`config.mk`:
```
export PLATFORM = sky130hd
export DESIGN_NAME = mdio_responder
export DESIGN_NICKNAME = d
export VERILOG_FILES = /design/src/rtl/mdio_responder.sv
export SDC_FILE = /design/constraint.sdc
export NUM_CORES = 1
export LEC_CHECK = 0
export CORE_ASPECT_RATIO = 1.25
export CORE_MARGIN = 2
export CORE_UTILIZATION = 60
export DETAILED_ROUTE_END_ITERATION = 7
export GPL_TIMING_DRIVEN = 0
export PLACE_DENSITY = 0.91
export SETUP_SLACK_MARGIN = 0.3
export SLEW_MARGIN = 20
export SYNTH_ARGS = -nofsm -noshare
export SYNTH_HDL_FRONTEND = slang
export SYNTH_SLANG_ARGS = --single-unit
```
`constraint.sdc`:
```
create_clock -name clk -period 3.6 [get_ports clk]
set_input_delay 0.72 -clock clk [delete_from_list [all_inputs] [get_ports clk]]
set_output_delay 0.72 -clock clk [all_outputs]
set_load 0.01 [all_outputs]
```
`src/rtl/mdio_responder.sv`:
```
// Clause-22 MDIO management-frame responder (PHY side).
// Oversamples MDC/MDIO in the clk domain, decodes read/write frames addressed
// to PHY_ADDR and bridges them to a 32x16 register port.
module mdio_responder #(
  parameter logic [4:0] PHY_ADDR     = 5'd1,
  parameter int         PREAMBLE_LEN = 32,
  parameter int         SYNC_STAGES  = 2
) (
  input  logic        clk,
  input  logic        rst_n,
  input  logic        mdc_i,
  input  logic        mdio_i,
  output logic        mdio_o,
  output logic        mdio_oe,
  output logic [4:0]  reg_addr,
  output logic        reg_rd,
  input  logic [15:0] reg_rdata,
  output logic        reg_wr,
  output logic [15:0] reg_wdata,
  output logic        frame_err
);

  localparam logic [3:0] S_PRE  = 4'd0;
  localparam logic [3:0] S_ST   = 4'd1;
  localparam logic [3:0] S_OP   = 4'd2;
  localparam logic [3:0] S_PHY  = 4'd3;
  localparam logic [3:0] S_REG  = 4'd4;
  localparam logic [3:0] S_TA   = 4'd5;
  localparam logic [3:0] S_RD   = 4'd6;
  localparam logic [3:0] S_WR   = 4'd7;
  localparam logic [3:0] S_SKIP = 4'd8;

  localparam logic [5:0] PLEN = 6'(PREAMBLE_LEN);

  logic [SYNC_STAGES-1:0] mdc_sync, mdio_sync;
  logic                   mdc_d;
  logic                   mdc_rise, sbit;

  logic [3:0]  state;
  logic [5:0]  pcnt;     // consecutive preamble ones, saturating at PLEN
  logic [5:0]  fcnt;     // post-preamble bits sampled so far (ST bit 0 = 1)
  logic [4:0]  bcnt;     // bit index inside the current field
  logic [1:0]  op;
  logic [4:0]  phy_sh;
  logic        is_rd;
  logic        rd_cap;   // one clk after reg_rd: reg_rdata is valid
  logic [15:0] shreg;

  // Both pins go through the same depth so MDIO is sampled as it was at the MDC edge.
  always_ff @(posedge clk or negedge rst_n) begin
    if (!rst_n) begin
      mdc_sync  <= '0;
      mdio_sync <= '1;
      mdc_d     <= 1'b0;
    end else begin
      mdc_sync  <= {mdc_sync[SYNC_STAGES-2:0], mdc_i};
      mdio_sync <= {mdio_sync[SYNC_STAGES-2:0], mdio_i};
      mdc_d     <= mdc_sync[SYNC_STAGES-1];
    end
  end

  assign mdc_rise = mdc_sync[SYNC_STAGES-1] & ~mdc_d;
  assign sbit     = mdio_sync[SYNC_STAGES-1];

  // Frame decoder; every FSM action is qualified by mdc_rise, so a stalled MDC holds all state.
  always_ff @(posedge clk or negedge rst_n) begin
    if (!rst_n) begin
      state     <= S_PRE;
      pcnt      <= '0;
      fcnt      <= '0;
      bcnt      <= '0;
      op        <= '0;
      phy_sh    <= '0;
      is_rd     <= 1'b0;
      rd_cap    <= 1'b0;
      shreg     <= '0;
      mdio_o    <= 1'b1;
      mdio_oe   <= 1'b0;
      reg_addr  <= '0;
      reg_rd    <= 1'b0;
      reg_wr    <= 1'b0;
      reg_wdata <= '0;
      frame_err <= 1'b0;
    end else begin
      reg_rd    <= 1'b0;
      reg_wr    <= 1'b0;
      frame_err <= 1'b0;
      rd_cap    <= reg_rd;
      if (rd_cap) shreg <= reg_rdata;
      if (mdc_rise) begin
        if (state != S_PRE) fcnt <= fcnt + 6'd1;
        case (state)
          S_PRE: begin
            if (sbit) begin
              if (pcnt < PLEN) pcnt <= pcnt + 6'd1;
            end else if (pcnt == PLEN) begin
              state <= S_ST;
              fcnt  <= 6'd1;
            end else begin
              pcnt <= '0;
            end
          end
          S_ST: begin
            if (sbit) begin
              state <= S_OP;
              bcnt  <= '0;
            end else begin
              frame_err <= 1'b1;
              state     <= S_PRE;
              pcnt      <= '0;
            end
          end
          S_OP: begin
            op <= {op[0], sbit};
            if (bcnt == 5'd1) begin
              bcnt <= '0;
              case ({op[0], sbit})
                2'b10:   begin is_rd <= 1'b1; state <= S_PHY; end
                2'b01:   begin is_rd <= 1'b0; state <= S_PHY; end
                default: begin frame_err <= 1'b1; state <= S_SKIP; end
              endcase
            end else begin
              bcnt <= bcnt + 5'd1;
            end
          end
          S_PHY: begin
            phy_sh <= {phy_sh[3:0], sbit};
            if (bcnt == 5'd4) begin
              bcnt  <= '0;
              state <= ({phy_sh[3:0], sbit} == PHY_ADDR) ? S_REG : S_SKIP;
            end else begin
              bcnt <= bcnt + 5'd1;
            end
          end
          S_REG: begin
            reg_addr <= {reg_addr[3:0], sbit};
            if (bcnt == 5'd4) begin
              bcnt   <= '0;
              reg_rd <= is_rd;
              state  <= S_TA;
            end else begin
              bcnt <= bcnt + 5'd1;
            end
          end
          S_TA: begin
            if (is_rd) begin
              // Drive the TA 0 from the end of TA bit 1 so the STA samples it on TA bit 2.
              mdio_oe <= 1'b1;
              mdio_o  <= 1'b0;
              bcnt    <= '0;
              state   <= S_RD;
            end else if (bcnt == 5'd0) begin
              if (sbit) bcnt <= 5'd1;
              else begin frame_err <= 1'b1; state <= S_SKIP; end
            end else begin
              bcnt <= '0;
              if (!sbit) state <= S_WR;
              else begin frame_err <= 1'b1; state <= S_SKIP; end
            end
          end
          S_RD: begin
            if (bcnt == 5'd16) begin
              mdio_oe <= 1'b0;
              mdio_o  <= 1'b1;
              state   <= S_PRE;
              pcnt    <= '0;
            end else begin
              mdio_o <= shreg[15];
              shreg  <= {shreg[14:0], 1'b0};
              bcnt   <= bcnt + 5'd1;
            end
          end
          S_WR: begin
            reg_wdata <= {reg_wdata[14:0], sbit};
            if (bcnt == 5'd15) begin
              reg_wr <= 1'b1;
              state  <= S_PRE;
              pcnt   <= '0;
            end else begin
              bcnt <= bcnt + 5'd1;
            end
          end
          S_SKIP: begin
            // Bit 32 of the post-preamble frame ends the skip.
            if (fcnt == 6'd31) begin
              state <= S_PRE;
              pcnt  <= '0;
            end
          end
          default: begin
            state <= S_PRE;
            pcnt  <= '0;
          end
        endcase
      end
    end
  end

endmodule

```
==> reports/metrics.cfg, run 1 <==
[run_status]
status = complete, no violations

[sta]
tightest_slew_ns = 0.7029
fmax_mhz = 420.3
hold_viol = 0
rsz0062_at_grt = false
skew_ns = 0.007911
relSlewSlack_pct = 52.48
slew_viol_final = 0
fin_crit_ns = 2.379
period_share_pct = 66.09
setup_viol = 0

[clock_network]
cts_resized = 0
h-tree-depth = 3
clockRootBuffer = clkbuf_8
clk_latency_ns = 0.35
clock_sinks = 75
cts_setup_buffers = 0
holdBufCountCts = 0
cts_tree = yes
clockBufferDepth = 2
cts.clk_slew.worst_paths_ns = 0.08
cts_made_buffers = 9

[floorplan]
dieHeight_um = 91.74
dieArea_um2 = 6806
die_x_um = 74.19
coreArea_um2 = 5857
boundaryPins = 46
std_cell_rows = 31
start_util_pct = 63.08

[power_and_ir_drop]
power.density_nw_per_um2 = 362.8
peakVddDrop_mv = 0.3554
leakagePower_nw = 1.864

[setup_path]
worstPathMaxFanout = 6
cp-end-kind = flip-flop
required_ns = 3.84
critPathKind = reg -> reg
crit_arrival_ns = 2.61
start_kind = flip-flop

[logic_synthesis]
synth_warnings = 0
synth_cells = 345
synth.area.mux_share_pct = 13.07
synth_compound_area_share_pct = 13.21
synth_top_family_by_area = simple AND/OR/NAND/NOR gates
yosysSeqAreaShare_pct = 50.90
synth_fa_ha_area_share_pct = 3.048
synth_edf_count = 0
ys.flop_type = dfrtp_1
syn-num-nets = 374
synth_top_cell_by_area = dfrtp_1
synthTopCellsByArea = dfrtp_1 (49%), mux2_2 (7.9%), mux2i_1 (5.1%)
synth-xor-area-share_pct = 0
ys_seq_elements = 75
syn_area_um2 = 3695
ys_async_sr_fraction_pct = 100.0
synth.most_common_cell = dfrtp_1
synth_simple_gate_area_share_pct = 16.93
yosysTopAreaCellShare_pct = 48.76
syn_avg_cell_area_um2 = 10.71
synth.top_cells.by_count = dfrtp_1 (72), nor2_1 (34), a21oi_1 (27), mux2_2 (26), nand2_1 (24)
yosysUniqueCellTypes = 50

[detailed_routing]
drc_errors = 0
wl_per_cell_um = 16.40
vias = 2896
first_pass_iters = 5
drt-total-wl_mm = 8.002
ant_nets = 0
via_per_inst = 5.934
drtIter0Drc = 178

[final_layout]
drive_gt1_share_pct = 14.53
area_growth_pct = 21.03
final_core_util_pct = 76.35
nets = 431
final_area_um2 = 4472
num-fill-cells = 380
antenna_cells = 0

[global_route]
track_usage_pct = 25.42
grt_antenna_before_repair = 0
grt_overflow_total = 0
grt_max_degree = 39
grt_pass1_vias = 2820
grt_pass1_wl_mm = 13.25

[place]
place_area_um2 = 4265
place.gp.congestion = 0.8767
detailed_place_hpwl_mm = 5.708
port_buffers = 45

[min_path]
hold_class = in -> async

[run]
max-cap-violations = 0

## metal layers
layer	up-vias	wire length, µm	global-route usage, %	part of all wire (%)
li1	1373	-	-	-
met1	1395	3275	31.10	41
met2	109	4135	42.63	52
met3	19	437	6.593	5.5
met4	0	154	9.091	1.9
met5	-	0	0	0
## metrics by stage
stage               setup TNS [ns]  worst slack [ns]  power [mW]  std cells  hold slack (ns)
floorplan                        0             1.448      0.8999        345           0.3312
global placement            -45.60           -0.6368      0.9439        472           0.3321
detailed placement               0             1.253      0.9489        473           0.3410
CTS                              0             1.236       1.630        488           0.3348
global route                     0             1.101       1.682        488           0.3483
finish                           0             1.221       1.623        488           0.3291
## cells by family after synthesis
group                    Yosys count
AO/OA/AOI/OAI                     77
multiplexers                      45
flip-flops                        75
adder cells (fa/ha/maj)            9
AND/OR/NAND/NOR                  114
buffers and inverters             25
## layout by cell type (no fill, tap or decap), types with 4 or more instances in the layout
| cell | netlist | layout |
|---|---|---|
| nor3_1 | 4 | 4 |
| clkbuf_8 | 0 | 9 |
| nand2_1 | 24 | 24 |
| o21ai_0 | 19 | 19 |
| nand2b_1 | 8 | 8 |
| inv_1 | 11 | 11 |
| a22o_1 | 4 | 4 |
| nand3_1 | 9 | 9 |
| ha_1 | 9 | 9 |
| nor2_1 | 34 | 34 |
| clkbuf_1 | 7 | 8 |
| nand4_1 | 6 | 6 |
| buf_2 | 6 | 6 |
| clkdlybuf4s50_1 | 0 | 44 |
| mux2_2 | 26 | 26 |
| mux2i_1 | 19 | 19 |
| a21oi_1 | 27 | 27 |
| o31ai_1 | 5 | 5 |
| dfrtp_1 | 72 | 72 |
| nand4bb_1 | 4 | 4 |
## flip-flops by register name (all words and copies together), names as in the netlist, 2 cells and up
name / count
bcnt: 5
fcnt: 6
mdc_sync: 2
mdio_sync: 2
pcnt: 6
phy_sh: 4
reg_addr: 5
reg_wdata: 16
shreg: 16
state: 4
## worst max-delay path: stages (launching register included)
cell and delay, ns:
dfrtp_1 0.44, ha_1 0.26, and3_1 0.19, ha_1 0.23, or3_1 0.40, and3_1 0.19, nand4_1 0.20, mux2_2 0.36
## worst paths after layout
kind	start	endpoint	slack [ns]	cells after the start
worst max-delay path	bcnt[0]	state[0]	1.22	7
worst min-delay path	rst_n	shreg[11]	0.33	1
worst max register to register	bcnt[0]	state[0]	1.22	7
worst min register to register	mdio_sync[0]	mdio_sync[1]	0.36	0
max in group asynchronous	rst_n	mdio_o	2.64	2
min in group clk	mdio_sync[0]	mdio_sync[1]	0.36	0
## power breakdown
group / leakage (nW) / total, mW / switching (mW) / internal, mW
logic: 0.807 / 0.0719 / 0.0379 / 0.0340
registers: 0.950 / 0.861 / 0.0103 / 0.851
clock network: 0.106 / 0.690 / 0.304 / 0.385
## area by class of cell
class | instances | area, µm² | area share, %
buffer | 14 | 63.81 | 1.427
clock buffer | 10 | 127.6 | 2.854
clock inverter | 5 | 78.83 | 1.763
inverter | 11 | 41.29 | 0.9233
multi-input combinational | 245 | 1709 | 38.22
sequential | 75 | 1881 | 42.05
tap | 82 | 102.6 | 2.294
timing repair buffer | 46 | 467.9 | 10.46
Note: power is estimated with default switching activity, not from simulation.
==> inputs of run 2 (changes only) <==
- CORE_UTILIZATION: 60 -> 50
- PLACE_DENSITY: 0.91 -> 0.82
- clock period: 3.6 -> 2.1 ns (I/O delays scaled with it)
==> run 2 against run 1 <==
Compared with the run above: clock power rose by 86%; critical path type unchanged; register-to-register slack got worse by 1.3 ns; critical endpoint is now state[1]; count of clock-buffer cells in the layout did not move; largest cell class is now multi-input combinational cells; the run now ends with negative setup slack left; utilization fell by 6.6 points; wire length rose by 15%.
==> reports/metrics.cfg, run 2 (same netlist as run 1, synthesis figures left out) <==
[floorplan]
dieArea_um2 = 8097
boundaryPins = 46
start_util_pct = 50.83
dieHeight_um = 100.1
die_x_um = 80.89
coreArea_um2 = 7269
std_cell_rows = 35

[place]
place_area_um2 = 4328
detailed_place_hpwl_mm = 5.717
place_ws_ns = -0.1172
port_buffers = 45
place.gp.congestion = 0.9295

[setup_path]
critPathKind = reg -> reg
start_kind = flip-flop
r2r-end = state[1]
cp-end-kind = flip-flop
crit_arrival_ns = 2.38
worstPathMaxFanout = 4
slowest_delay_ns = 0.46
path_cells = ha_4 > and3_4 > ha_4 > or3_4 > and3_4 > nand4_1 > mux2_4
slowest_stage = dfrtp_2
r2r_start = bcnt[0]
regToRegSetupSlack_ns = -0.05
ff2ff_path_depth = 7
required_ns = 2.33

[final_layout]
final_common_cell = dfrtp_1
drive_gt1_share_pct = 31.40
antenna_cells = 0
num-fill-cells = 496
top_regs = reg_wdata: 16 flops, shreg: 16 flops
final_cell_mix = dfrtp_1 (68), clkdlybuf4s50_1 (43), nor2_1 (29)
nets = 454
area_growth_pct = 37.18
multi_input_area_um2 = 2056
final_area_um2 = 5069
ff_latch_area_um2 = 1886

[sta]
hold_viol = 0
tightest_slew_ns = 0.5378
slew_viol_final = 0
fmax_mhz = 465.0
tns_ns = -0.1996
setup_ws_ns = -0.05031
relSlewSlack_pct = 64.15
rsz0062_at_grt = true
period_share_pct = 102.4
setup_viol = 5
skew_ns = 0.009675
fin_crit_ns = 2.150

[run_status]
violations = negative setup slack
status = finished with violations

[detailed_routing]
drtIter0Drc = 218
first_pass_iters = 8
drt-total-wl_mm = 9.194
wl_per_cell_um = 17.61
via_per_inst = 5.812
vias = 3034
ant_nets = 0
drc_errors = 0

[global_route]
grt_max_degree = 46
grt_overflow_total = 0
grt_pass1_wl_mm = 13.81
track_usage_pct = 21.84
grt_pass1_vias = 2956
grt_antenna_before_repair = 0

[clock_network]
clock_sinks = 75
h-tree-depth = 3
cts.clk_slew.worst_paths_ns = 0.08
cts_made_buffers = 9
cts_tree = yes
clockBufferDepth = 2
clockRootBuffer = clkbuf_8
clk_latency_ns = 0.35

[min_path]
hold_depth = 0
hold_start = mdc_sync[0]
hold_class = reg -> reg
whs_endpoint = mdc_sync[1]

[power_and_ir_drop]
peakVddDrop_mv = 0.6398
p_total_mw = 2.897
power.density_nw_per_um2 = 571.5
leakagePower_nw = 2.079

[run]
max-cap-violations = 0

## run 2: changes by cell type in the layout (fill, tap and decap cells not counted), sizes merged
cell           before  now
clkbuf             17   16
dlygate4sd3         0    1
clkinv              3    2
dlygate4sd2         0    1
clkdlybuf4s50      44   43
buf                 9   32
inv                11   13
## run 2: how the worst max path moves through the flow
stage | startpoint | endpoint | slack, ns | cells after the start
floorplan | bcnt[0] | state[0] | 0.09 | 7
global placement | rst_n | reg_wdata[3] | -1.90 | 1
detailed placement | bcnt[1] | state[0] | -0.12 | 6
CTS | bcnt[0] | state[1] | -0.03 | 7
global route | bcnt[0] | state[1] | -0.14 | 6
finish | bcnt[0] | state[1] | -0.05 | 7
## run 2: area by class of cell
type	count	area share, %
Clock inverter	6	1.876
Inverter	11	0.8146
Tap cell	92	2.271
Clock buffer	10	2.715
Timing Repair Buffer	69	13.03
Sequential cell	75	37.20
Buffer	14	1.530
Multi-Input combinational cell	245	40.56
## run 2: critical path, delay by kind of cell (launching register included)
| kind | cells | cell delay (ns) |
|---|---|---|
| DFF | 1 | 0.46 |
| and+or+nand+nor | 4 | 0.91 |
| muxes | 1 | 0.33 |
| adders and majority gates | 2 | 0.35 |
## run 2: report_power, final
group	switching (mW)	total, mW	internal (mW)	leakage (nW)
logic	0.0777	0.147	0.0690	1.02
registers	0.0173	1.48	1.46	0.944
clock network	0.561	1.28	0.714	0.117
total	0.656	2.90	2.24	2.08
## run 2: timing repair
item                       in CTS  in global routing
buffers inserted               10                 12
hold buffers                    1                  0
setup endpoints to repair      42                 57
hold endpoints to repair        5                  0
pin swaps                       8                 19
gates resized for setup        25                 55
## run 2: metrics by stage
step / hold slack [ns] / utilization (%) / instances
5_1_grt: 0.3549 / 69.72 / 522
3_3_place_gp: 0.3374 / 59.29 / 482
4_1_cts: 0.3543 / 65.58 / 510
3_5_place_dp: 0.3363 / 59.54 / 483
6_report: 0.3520 / 69.72 / 522
2_1_floorplan: 0.1244 / - / 345
## run 2: routing by layer
layer | up-vias | wire [µm] | global-route usage [%]
met5 | - | 0 | 0
met4 | 0 | 182 | 8.866
met3 | 19 | 407 | 5.036
met2 | 97 | 4999 | 37.89
met1 | 1503 | 3604 | 25.82
li1 | 1415 | - | -
